$ cat config.mk
export PLATFORM = sky130hd
export DESIGN_NAME = trn_rx_tlp_engine
export DESIGN_NICKNAME = d
export VERILOG_FILES = /design/src/rtl/trn_rx_tlp_engine.sv
export SDC_FILE = /design/constraint.sdc
export NUM_CORES = 1
export LEC_CHECK = 0
export ABC_AREA = 1
export BUFFER_PORTS_ARGS = -buffer_cell sky130_fd_sc_hd__buf_2
export CAP_MARGIN = 10
export CORE_ASPECT_RATIO = 1.25
export CORE_MARGIN = 2
export CORE_UTILIZATION = 52
export DETAILED_ROUTE_END_ITERATION = 8
export PLACE_DENSITY = 0.86
export SKIP_CTS_REPAIR_TIMING = 1
export SYNTH_ARGS = -nofsm -noshare
export SYNTH_HDL_FRONTEND = slang
export SYNTH_SLANG_ARGS = --single-unit
$ cat constraint.sdc
create_clock -name clk -period 3.6 [get_ports clk]
set_input_delay 0 -clock clk [delete_from_list [all_inputs] [get_ports clk]]
set_output_delay 0 -clock clk [all_outputs]
set_load 0.01 [all_outputs]
$ cat src/rtl/trn_rx_tlp_engine.sv
// Receive-side TLP engine for the 64-bit TRN RX interface: decodes MRd/MWr hitting one BAR.
// Optional drop counter enabled by defining TRN_RX_STATS_EN.
module trn_rx_tlp_engine #(
  parameter int ADDR_W  = 7,
  parameter int BAR_SEL = 0
) (
  input  logic              clk,
  input  logic              rst_n,
  input  logic [63:0]       trn_rd,
  input  logic [7:0]        trn_rrem_n,
  input  logic              trn_rsof_n,
  input  logic              trn_reof_n,
  input  logic              trn_rsrc_rdy_n,
  input  logic              trn_rsrc_dsc_n,
  output logic              trn_rdst_rdy_n,
  input  logic [6:0]        trn_rbar_hit_n,
  output logic              req_compl_o,
  input  logic              compl_done_i,
  output logic [2:0]        req_tc_o,
  output logic              req_td_o,
  output logic              req_ep_o,
  output logic [1:0]        req_attr_o,
  output logic [9:0]        req_len_o,
  output logic [15:0]       req_rid_o,
  output logic [7:0]        req_tag_o,
  output logic [3:0]        req_be_o,
  output logic [10:0]       req_addr_o,
  output logic              wr_en_o,
  output logic [ADDR_W-1:0] wr_addr_o,
  output logic [3:0]        wr_be_o,
  output logic [31:0]       wr_data_o,
  input  logic              wr_busy_i,
  output logic [15:0]       stat_drop_cnt_o
);

  // Handshake: a beat transfers on a clock edge where trn_rsrc_rdy_n==0 and
  // trn_rdst_rdy_n==0; neither side may assume a transfer otherwise.
  typedef enum logic [3:0] {
    IDLE, MRD32, MRD64, MWR32, MWR64_A, MWR64_B, DISCARD, CMPL_WAIT, WR
  } state_t;

  state_t     state_q, state_d;
  logic       rdy_en_q;
  logic       beat, sof, eof, hdr_ok, supported;
  logic       idle_sof, sof_drop, rx_abort, a64_short;
  logic [1:0] fmt;
  logic [9:0] len;
  logic       ep;
  logic       unused_sig;

  function automatic logic [31:0] bswap(input logic [31:0] d);
    return {d[7:0], d[15:8], d[23:16], d[31:24]};
  endfunction

  assign fmt = trn_rd[62:61];
  assign len = trn_rd[41:32];
  assign ep  = trn_rd[46];
  assign sof = !trn_rsof_n;
  assign eof = !trn_reof_n;

  assign trn_rdst_rdy_n = !(rdy_en_q && (state_q != CMPL_WAIT) && (state_q != WR));
  assign beat           = !trn_rsrc_rdy_n && !trn_rdst_rdy_n;

  assign hdr_ok    = !trn_rbar_hit_n[BAR_SEL] && (trn_rd[60:56] == 5'd0);
  assign supported = hdr_ok && (!fmt[1] || ((len == 10'd1) && !ep));
  assign idle_sof  = (state_q == IDLE) && beat && sof;
  // Unsupported headers, and supported ones truncated at SOF, are both drops.
  assign sof_drop  = idle_sof && !(supported && !eof);
  assign rx_abort  = !trn_rsrc_dsc_n &&
                     (state_q inside {MRD32, MRD64, MWR32, MWR64_A, MWR64_B, DISCARD});
  assign a64_short = (state_q == MWR64_A) && beat && eof;

  assign req_compl_o = (state_q == CMPL_WAIT);
  assign wr_en_o     = (state_q == WR);

  assign unused_sig = ^{trn_rrem_n, trn_rbar_hit_n};

  always_ff @(posedge clk or negedge rst_n) begin
    if (!rst_n) begin
      state_q  <= IDLE;
      rdy_en_q <= 1'b0;
    end else begin
      state_q  <= state_d;
      rdy_en_q <= 1'b1;
    end
  end

  always_comb begin
    state_d = state_q;
    case (state_q)
      IDLE: begin
        if (idle_sof) begin
          if (sof_drop) begin
            state_d = eof ? IDLE : DISCARD;
          end else begin
            case (fmt)
              2'b00:   state_d = MRD32;
              2'b01:   state_d = MRD64;
              2'b10:   state_d = MWR32;
              default: state_d = MWR64_A;
            endcase
          end
        end
      end
      MRD32, MRD64: begin
        if (rx_abort)  state_d = IDLE;
        else if (beat) state_d = CMPL_WAIT;
      end
      MWR32, MWR64_B: begin
        if (rx_abort)  state_d = IDLE;
        else if (beat) state_d = WR;
      end
      MWR64_A: begin
        if (rx_abort || a64_short) state_d = IDLE;
        else if (beat)             state_d = MWR64_B;
      end
      DISCARD: begin
        if (rx_abort || (beat && eof)) state_d = IDLE;
      end
      CMPL_WAIT: begin
        if (compl_done_i) state_d = IDLE;
      end
      WR: begin
        if (!wr_busy_i) state_d = IDLE;
      end
      default: state_d = IDLE;
    endcase
  end

  // Request fields are only loaded in IDLE/receive states, so they hold while req_compl_o is high.
  always_ff @(posedge clk or negedge rst_n) begin
    if (!rst_n) begin
      req_tc_o   <= '0;
      req_td_o   <= 1'b0;
      req_ep_o   <= 1'b0;
      req_attr_o <= '0;
      req_len_o  <= '0;
      req_rid_o  <= '0;
      req_tag_o  <= '0;
      req_be_o   <= '0;
      req_addr_o <= '0;
      wr_addr_o  <= '0;
      wr_be_o    <= '0;
      wr_data_o  <= '0;
    end else begin
      if (idle_sof && !sof_drop) begin
        if (!fmt[1]) begin
          req_tc_o   <= trn_rd[54:52];
          req_td_o   <= trn_rd[47];
          req_ep_o   <= trn_rd[46];
          req_attr_o <= trn_rd[45:44];
          req_len_o  <= trn_rd[41:32];
          req_rid_o  <= trn_rd[31:16];
          req_tag_o  <= trn_rd[15:8];
          req_be_o   <= trn_rd[3:0];
        end else begin
          wr_be_o    <= trn_rd[3:0];
        end
      end
      if (beat && trn_rsrc_dsc_n) begin
        case (state_q)
          MRD32:   req_addr_o <= trn_rd[44:34];
          MRD64:   req_addr_o <= trn_rd[12:2];
          MWR32: begin
            wr_addr_o <= trn_rd[ADDR_W+33:34];
            wr_data_o <= bswap(trn_rd[31:0]);
          end
          MWR64_A: wr_addr_o <= trn_rd[ADDR_W+1:2];
          MWR64_B: wr_data_o <= bswap(trn_rd[63:32]);
          default: ;
        endcase
      end
    end
  end

`ifdef TRN_RX_STATS_EN
  logic        drop_evt;
  logic [15:0] drop_cnt_q;

  // An abort inside DISCARD was already counted when the header was rejected.
  assign drop_evt = sof_drop || (rx_abort && (state_q != DISCARD)) || a64_short;

  always_ff @(posedge clk or negedge rst_n) begin
    if (!rst_n) begin
      drop_cnt_q <= '0;
    end else if (drop_evt && (drop_cnt_q != 16'hFFFF)) begin
      drop_cnt_q <= drop_cnt_q + 16'd1;
    end
  end

  assign stat_drop_cnt_o = drop_cnt_q;
`else
  assign stat_drop_cnt_o = 16'h0000;
`endif

endmodule

==> results.toml, run 1 <==
[route]
drt_pass1_iterations = 5
wl_per_cell_um = 16.1
totalWireLength_um = 15200
drc_errors = 0
wl_met2_um = 7750
viasPerCell = 5.35
route.met3.wl_um = 1060
vias = 5072
wl_met1_um = 5760
drtIter0Drc = 399
top_layer = "met4"
ant_nets = 0

[timing]
worst_slack_ns = 0.960
fin_skew_ns = 0.00667
finalSetupViolations = 0
tns_ns = 0
rsz0062_at_grt = "false"
slew_violations = 0
slew-limit-headroom = 0.303
worstMarginPinSlew_ns = 1.05
finalCriticalPeriod_ns = 2.64
fin_hold_ws_ns = -0.0328
report.final.hold_viol_count = 2
max_freq_ghz = 0.379
fin_crit_sh = 0.733

[synth]
synth_area_per_cell_um2 = 8.18
syn_area_mm2 = 0.00492
synthAdderAreaFrac = 0.00764
synth-simple-area-share = 0.245
synthTopCellsByArea = "dfrtp_1, nand2_1, o21ai_0"
ys_ff_latch = 104
synth_cell_types = 29
synth_top_family_by_area = "simple AND/OR/NAND/NOR gates"
synthMuxAreaShare = 0
yosysTopAreaCell = "dfrtp_1"
yosysSeqAreaShare = 0.529
synth-xor-area-share = 0
synth_cells = 601
yosys_warnings = 0
synth-compound-area-share = 0.127
yosys.area.top_type_share = 0.529

[final_layout]
mostFrequentLayoutCell = "nand2_1"
drive_above_1_share = 0.263
final_nets = 911
most-common-layout-cells = "nand2_1, buf_2, dfrtp_1"
area_growth_pct = 36.4
n_antenna_cell = 0
fin_util = 0.731
final_area_mm2 = 0.00671

[placed_design]
gp_congestion = 0.868
place_area_mm2 = 0.00578
dp_slack_ns = 1.06
numPortBuffers = 174
dp_hpwl_um = 9750

[floorplanning]
start_util = 0.536
die_area_mm2 = 0.0103
rows = 39
die_w_um = 91.0
ios = 205
core_mm2 = 0.00917
die_h_um = 113

[global_routing]
grt_max_degree = 85
grt_antenna_before_repair = 0
grt-ovfl-total = 0
grt_use_total = 0.270
grt_pass1_vias = 4500
grt_pass1_wl_um = 22000

[worst_setup_path]
crit_fanout = 73
worstSetupPathType = "reg -> reg"
cp-end-kind = "register"
cp_data_arrival_time_ns = 2.83
required_ns = 3.79
cp-start-kind = "register"

[clock_network]
root_buffer = "clkbuf_16"
cts_tree = "done"
clock_path_buffers = 2
cts_buffers = 9
clock-sinks = 104
h-tree-depth = 3
clk_latency_ns = 0.34
path_clk_slew_ns = 0.07

[min_path]
hp-class = "in -> reg"

[outcome]
violations = "negative hold slack"
status = "complete, but fails checks"

[pwr]
irDropWorstVdd_mv = 0.429
comb_power_share = 0.352
power_density_mw_per_mm2 = 637
p_clk_frac = 0.264
p_int_mw = 2.76
switchingPower_mw = 1.51
seqPwrFrac = 0.384
p_sw_frac = 0.353
cellLeakagePower_nw = 3.77

[run]
drv_cap = 0
-- power by group through the flow --
| stage | sequential (mW) | combinational (mW) | clock (mW) |
|---|---|---|---|
| 6_report | 1.64 | 1.50 | 1.13 |
| 5_1_grt | 1.67 | 1.66 | 1.19 |
| 4_1_cts | 1.63 | 1.37 | 1.13 |
| 3_5_place_dp | 1.65 | 1.37 | 0 |
| 3_3_place_gp | 1.63 | 1.33 | 0 |
| 2_1_floorplan | 1.78 | 0.664 | 0 |
-- state kept, by name, summed over array words and instances, names as in the netlist, 2 cells and up --
register    count
req_addr_o     11
req_attr_o      2
req_be_o        4
req_len_o      10
req_rid_o      16
req_tag_o       8
req_tc_o        3
state_q         4
wr_addr_o       7
wr_be_o         4
wr_data_o      32
-- cell type report --
type | instances | area (um2)
sequential | 104 | 2600
fill | 686 | 2470
multi-input combinational | 420 | 1930
timing repair buffer | 238 | 1500
clock buffer | 11 | 243
inverter | 48 | 180
tap | 123 | 154
clock inverter | 4 | 101
-- Yosys cell counts (all sizes together) --
library cell / n
nand2: 195
dfrtp: 104
o21ai: 81
inv: 48
nor2: 45
nand3: 42
buf: 35
a31oi: 26
clkbuf: 9
a21oi: 3
ha: 3
nor3: 3
conb: 2
nand4: 2
nand3b: 1
o21bai: 1
or2: 1
-- layer usage --
layer,vias to the layer above,GRT usage
li1,2352,-
met1,2387,0.342
met2,271,0.469
met3,62,0.0399
met4,0,0.104
met5,-,0
-- through the flow --
step           instances  power (mW)
2_1_floorplan        616        2.44
3_3_place_gp         875        2.96
3_5_place_dp         875        3.01
4_1_cts              890        4.14
5_1_grt              948        4.52
6_report             948        4.27
-- worst max-delay path, cell delays in order (launching register included) --
cell	delay, ns
dfrtp_1	0.42
inv_1	0.12
nor2_2	0.04
buf_4	0.18
nand2_1	0.14
nand4_2	0.16
nor2_2	0.18
inv_2	0.09
nor2_8	0.28
nand2_4	0.49
nand2_1	0.24
o21ai_1	0.11
-- cell families (layout without fill, tap and decap cells) --
logic type,after synthesis,count (layout)
buf+inv,92,301
flops,104,104
compound gates,111,111
other cells,2,17
simple gates,289,289
fa+ha+maj,3,3
-- path summary, 6_finish.rpt --
kind                            cells after the start            to          from  slack [ns]
worst max-delay path                               11  req_rid_o[3]    state_q[2]        0.96
worst min-delay path                                3  wr_addr_o[1]     trn_rd[3]       -0.03
worst max register to register                     11  req_rid_o[3]    state_q[2]        0.96
worst min register to register                      2  req_tag_o[7]  req_tag_o[7]        0.47
max in group asynchronous                           3  wr_data_o[6]         rst_n        2.29
min in group asynchronous                           2  wr_data_o[0]         rst_n        0.37
(Power assumes the default switching activity.)
==> run 2, diff against run 1 <==
- CORE_UTILIZATION: 52 -> 48
- PLACE_DENSITY: 0.86 -> 0.8
- clock period: 3.6 -> 2.7 ns (I/O delays scaled with it)
==> run 2 against run 1 <==
The flow still finishes with violations (negative hold slack). Design area rose by 0.48%. Utilization is 6.1 points lower. Clock-buffer cell count down 2. Wire length shrank 1.3%. Final cell count rose by 1.5%. First-iteration DRC count fell by 21%. Setup slack worse by 0.78 ns.
==> results.toml, run 2 (synthesis gave the netlist of run 1 again) <==
[floorplanning]
core_mm2 = 0.0101
ios = 205
start_util = 0.489
die_w_um = 94.5
die_area_mm2 = 0.0111
rows = 41
die_h_um = 117

[worst_setup_path]
cp-start-kind = "register"
required_ns = 2.90
crit_fanout = 73
worstSetupPathType = "reg -> reg"
cp-end-kind = "register"
cp_data_arrival_time_ns = 2.72

[final_layout]
area_growth_pct = 37.1
n_antenna_cell = 0
regMostFlops = "wr_data_o"
n_fill_cell = 800
drive_above_1_share = 0.268
most-common-layout-cells = "nand2_1, buf_2, dfrtp_1"
reg_top3 = "wr_data_o (32), req_rid_o (16), req_addr_o (11)"
mostFrequentLayoutCell = "nand2_1"
largest_reg_flops = 32
final_nets = 918
final_area_mm2 = 0.00674

[timing]
tns_ns = 0
fin_hold_ws_ns = -0.00277
max_freq_ghz = 0.396
slew_violations = 0
finalCriticalPeriod_ns = 2.52
fin_skew_ns = 0.00633
fin_crit_sh = 0.935
worstMarginPinSlew_ns = 0.961
finalSetupViolations = 0
report.final.hold_viol_count = 1
slew-limit-headroom = 0.359

[clock_network]
cts_buffers = 9
path_clk_slew_ns = 0.07
clock_path_buffers = 2
clock-sinks = 104
cts_tree = "done"
h-tree-depth = 3
root_buffer = "clkbuf_16"
clk_latency_ns = 0.35

[route]
wl_per_cell_um = 15.6
totalWireLength_um = 15000
drt_pass1_iterations = 5
vias = 5048
ant_nets = 0
viasPerCell = 5.25
drtIter0Drc = 317
drc_errors = 0

[run]
drv_cap = 0

[placed_design]
gp_congestion = 0.964
dp_hpwl_um = 9840
numPortBuffers = 174
place_area_mm2 = 0.00582

[pwr]
cellLeakagePower_nw = 3.78
finalPower_mw = 5.53
irDropWorstVdd_mv = 0.565
power_density_mw_per_mm2 = 820

[global_routing]
grt_pass1_wl_um = 20800
grt-ovfl-total = 0
grt_use_total = 0.242
grt_antenna_before_repair = 0
grt_pass1_vias = 4377
grt_max_degree = 80

[min_path]
hp-class = "in -> reg"

[outcome]
status = "complete, but fails checks"
violations = "negative hold slack"
==> run 2: power breakdown <==
| part | switching (mW) | total (mW) | internal, mW |
|---|---|---|---|
| Sequential | 0.226 | 2.18 | 1.95 |
| Clock | 0.612 | 1.34 | 0.729 |
| Combinational | 1.21 | 2.01 | 0.805 |
==> run 2: path summary, 6_finish.rpt <==
kind,slack [ns],startpoint,end,cells after the start
max,0.18,state_q[1],req_rid_o[7],10
min,-0.003,trn_rd[59],wr_data_o[3],3
max reg2reg,0.18,state_q[1],req_rid_o[7],10
min reg2reg,0.47,req_tag_o[4],req_tag_o[4],2
max in group asynchronous,1.58,rst_n,wr_data_o[23],3
min in group asynchronous,0.35,rst_n,wr_data_o[14],2
==> run 2: worst max-delay path: stages, from the launching register on <==
cell	delay, ns
dfrtp_1	0.43
nor2_2	0.26
nand2_1	0.14
nor2_1	0.11
inv_1	0.05
nor2_2	0.15
inv_2	0.09
nor2_8	0.28
nand2_4	0.48
nand2_1	0.23
o21ai_1	0.12
==> run 2: cell type report <==
cell class	instances	area (um2)	share of cell area
well taps	129	161	0.0239
flip-flops and latches	104	2600	0.386
inverters	48	180	0.0267
clock buffers	9	225	0.0334
repair buffers	245	1560	0.231
clock inverters	7	83.8	0.0124
multi-input cells	420	1930	0.286
==> run 2: per-layer routing <==
metal,GRT usage,up-vias,share of wire
li1,-,2364,-
met1,0.294,2381,0.38
met2,0.421,252,0.52
met3,0.0499,51,0.065
met4,0.100,0,0.036
met5,0,-,0
==> run 2: through the flow <==
step / util / instances / setup slack (ns)
6_report: 0.670 / 962 / 0.175
3_5_place_dp: 0.579 / 885 / 0.306
2_1_floorplan: - / 616 / 1.03
5_1_grt: 0.670 / 962 / -0.0312
3_3_place_gp: 0.579 / 885 / 0.412
4_1_cts: 0.610 / 901 / 0.283
==> run 3, diff against run 2 <==
- CELL_PAD_IN_SITES_DETAIL_PLACEMENT: default -> 1
- CELL_PAD_IN_SITES_GLOBAL_PLACEMENT: default -> 2
- CORE_UTILIZATION: 48 -> 26
- PLACE_DENSITY: 0.8 -> default
- PLACE_DENSITY_LB_ADDON: default -> 0.1
==> run 3 against run 2 <==
The flow still finishes with violations (negative hold slack). Register-to-register slack improved by 0.07 ns. Clock-buffer cell count grew 2. Wire length is 18% higher. Design area grew 2.1%. Final cell count is 11% higher. Utilization fell by 30 points. Combinational power barely moved. Clock skew is 0.0014 ns lower. Critical endpoint is now req_addr_o[0]. Setup slack better by 0.074 ns. Global-route usage fell by 6.7 points.
==> results.toml, run 3 (synthesis gave the netlist of run 1 again) <==
[global_routing]
grt-ovfl-total = 0
grt_pass1_wl_um = 27100
grt_antenna_before_repair = 0
grt_pass1_vias = 4884
grt_max_degree = 57
grt_use_total = 0.175

[final_layout]
largest_reg_flops = 32
most-common-layout-cells = "nand2_1, buf_2, dfrtp_1"
mostFrequentLayoutCell = "nand2_1"
n_fill_cell = 2305
n_antenna_cell = 0
reg_top3 = "wr_data_o (32), req_rid_o (16), req_addr_o (11)"
regMostFlops = "wr_data_o"
regArea_mm2 = 0.00260
multiInputGateArea_mm2 = 0.00193
drive_above_1_share = 0.272
final_nets = 917
area_growth_pct = 40.0

[route]
totalWireLength_um = 17800
viasPerCell = 4.51
drc_errors = 0
wl_per_cell_um = 16.7
vias = 4803
drtIter0Drc = 164
ant_nets = 0
drt_pass1_iterations = 4

[timing]
finalSetupViolations = 0
report.final.hold_viol_count = 9
fin_crit_sh = 0.908
worstMarginPinSlew_ns = 0.606
fin_hold_ws_ns = -0.0236
slew_violations = 0
max_freq_ghz = 0.408
finalCriticalPeriod_ns = 2.45
worst_slack_ns = 0.249
slew-limit-headroom = 0.596
fin_skew_ns = 0.00489

[placed_design]
gp_congestion = 0.782
dp_slack_ns = 0.614
dp_hpwl_um = 12900
numPortBuffers = 174

[floorplanning]
rows = 56
ios = 205
die_w_um = 127
die_h_um = 158
core_mm2 = 0.0186
die_area_mm2 = 0.0200
start_util = 0.264

[worst_setup_path]
regToRegSetupSlack_ns = 0.25
cp-end-kind = "register"
crit_start = "state_q[1]"
worstSetupPathType = "reg -> reg"
r2r-start = "state_q[1]"
r2r-end = "req_addr_o[0]"
crit_fanout = 11
cp_data_arrival_time_ns = 2.69
required_ns = 2.94
cp-start-kind = "register"
rr_worst_depth = 6

[pwr]
comb_power_share = 0.356
switchingPower_mw = 2.05
irDropWorstVdd_mv = 0.286
seqPwrFrac = 0.388
p_sw_frac = 0.366
cellLeakagePower_nw = 3.80
p_clk_frac = 0.256
power_density_mw_per_mm2 = 814
p_int_mw = 3.55

[min_path]
min_to = "wr_data_o[11]"
hp-class = "in -> reg"
holdPathStages = 3
worstHoldStart = "trn_rd[51]"

[outcome]
status = "complete, but fails checks"
violations = "negative hold slack"

[clock_network]
clock-sinks = 104
path_clk_slew_ns = 0.07
cts_tree = "done"
root_buffer = "clkbuf_16"
h-tree-depth = 3
clock_path_buffers = 2
cts_buffers = 9
clk_latency_ns = 0.35

[run]
drv_cap = 0
[run 3: cell types whose count changed in the layout (fill, tap and decap cells not counted)]
cell / previous run / this run
bufinv_16: 1 / 2
buf_12: 0 / 2
clkinv_4: 2 / 1
nor2_1: 39 / 38
dlygate4sd3_1: 61 / 56
clkinv_8: 1 / 0
buf_4: 11 / 13
nor2_2: 5 / 6
clkbuf_1: 0 / 2
clkinvlp_4: 2 / 1
[run 3: metal layers]
layer	GRT usage	routed length (um)	vias to the layer above
met5	0	0	-
met4	0.0607	243	0
met3	0.0304	828	15
met2	0.299	8740	125
met1	0.225	7980	2308
li1	-	-	2355
[run 3: power by group through the flow]
stage | registers [mW] | clock network (mW) | logic, mW
after floorplan | 2.37 | 0 | 0.885
after global placement | 2.19 | 0 | 1.87
after detailed placement | 2.21 | 0 | 1.92
after CTS | 2.18 | 1.50 | 1.92
after global routing | 2.24 | 1.54 | 2.26
final | 2.18 | 1.43 | 1.99
[run 3: critical path: stages (launching register included)]
cell           delay, ns
dfrtp_1             0.45
inv_1               0.06
nor2_1              0.47
nand2_1             0.50
nand2_1             0.19
a31oi_1             0.09
dlygate4sd3_1       0.57
[run 3: stage by stage]
stage	TNS (ns)	area, um2	power [mW]	util	std cells
finish	0	6880	5.60	0.369	1064
global route	-0.0143	6880	6.04	0.369	1064
CTS	0	6320	5.60	0.339	1008
detailed placement	0	6010	4.12	0.322	992
global placement	0	6010	4.06	0.322	992
floorplan	0	4970	3.25	-	616
[run 3: cell type report]
type                            count  share of cell area
Sequential cell                   104               0.378
Clock inverter                      5              0.0118
Tap cell                          232              0.0422
Clock buffer                       11              0.0338
Inverter                           48              0.0262
Multi-Input combinational cell    420               0.281
Timing Repair Buffer              244               0.227
[run 3: worst max-delay path by stage]
stage,depth (start not counted),end
after floorplan,12,wr_data_o[15]
after global placement,11,req_rid_o[8]
after detailed placement,11,req_be_o[0]
after CTS,11,req_be_o[0]
after global routing,6,req_addr_o[8]
final,6,req_addr_o[0]
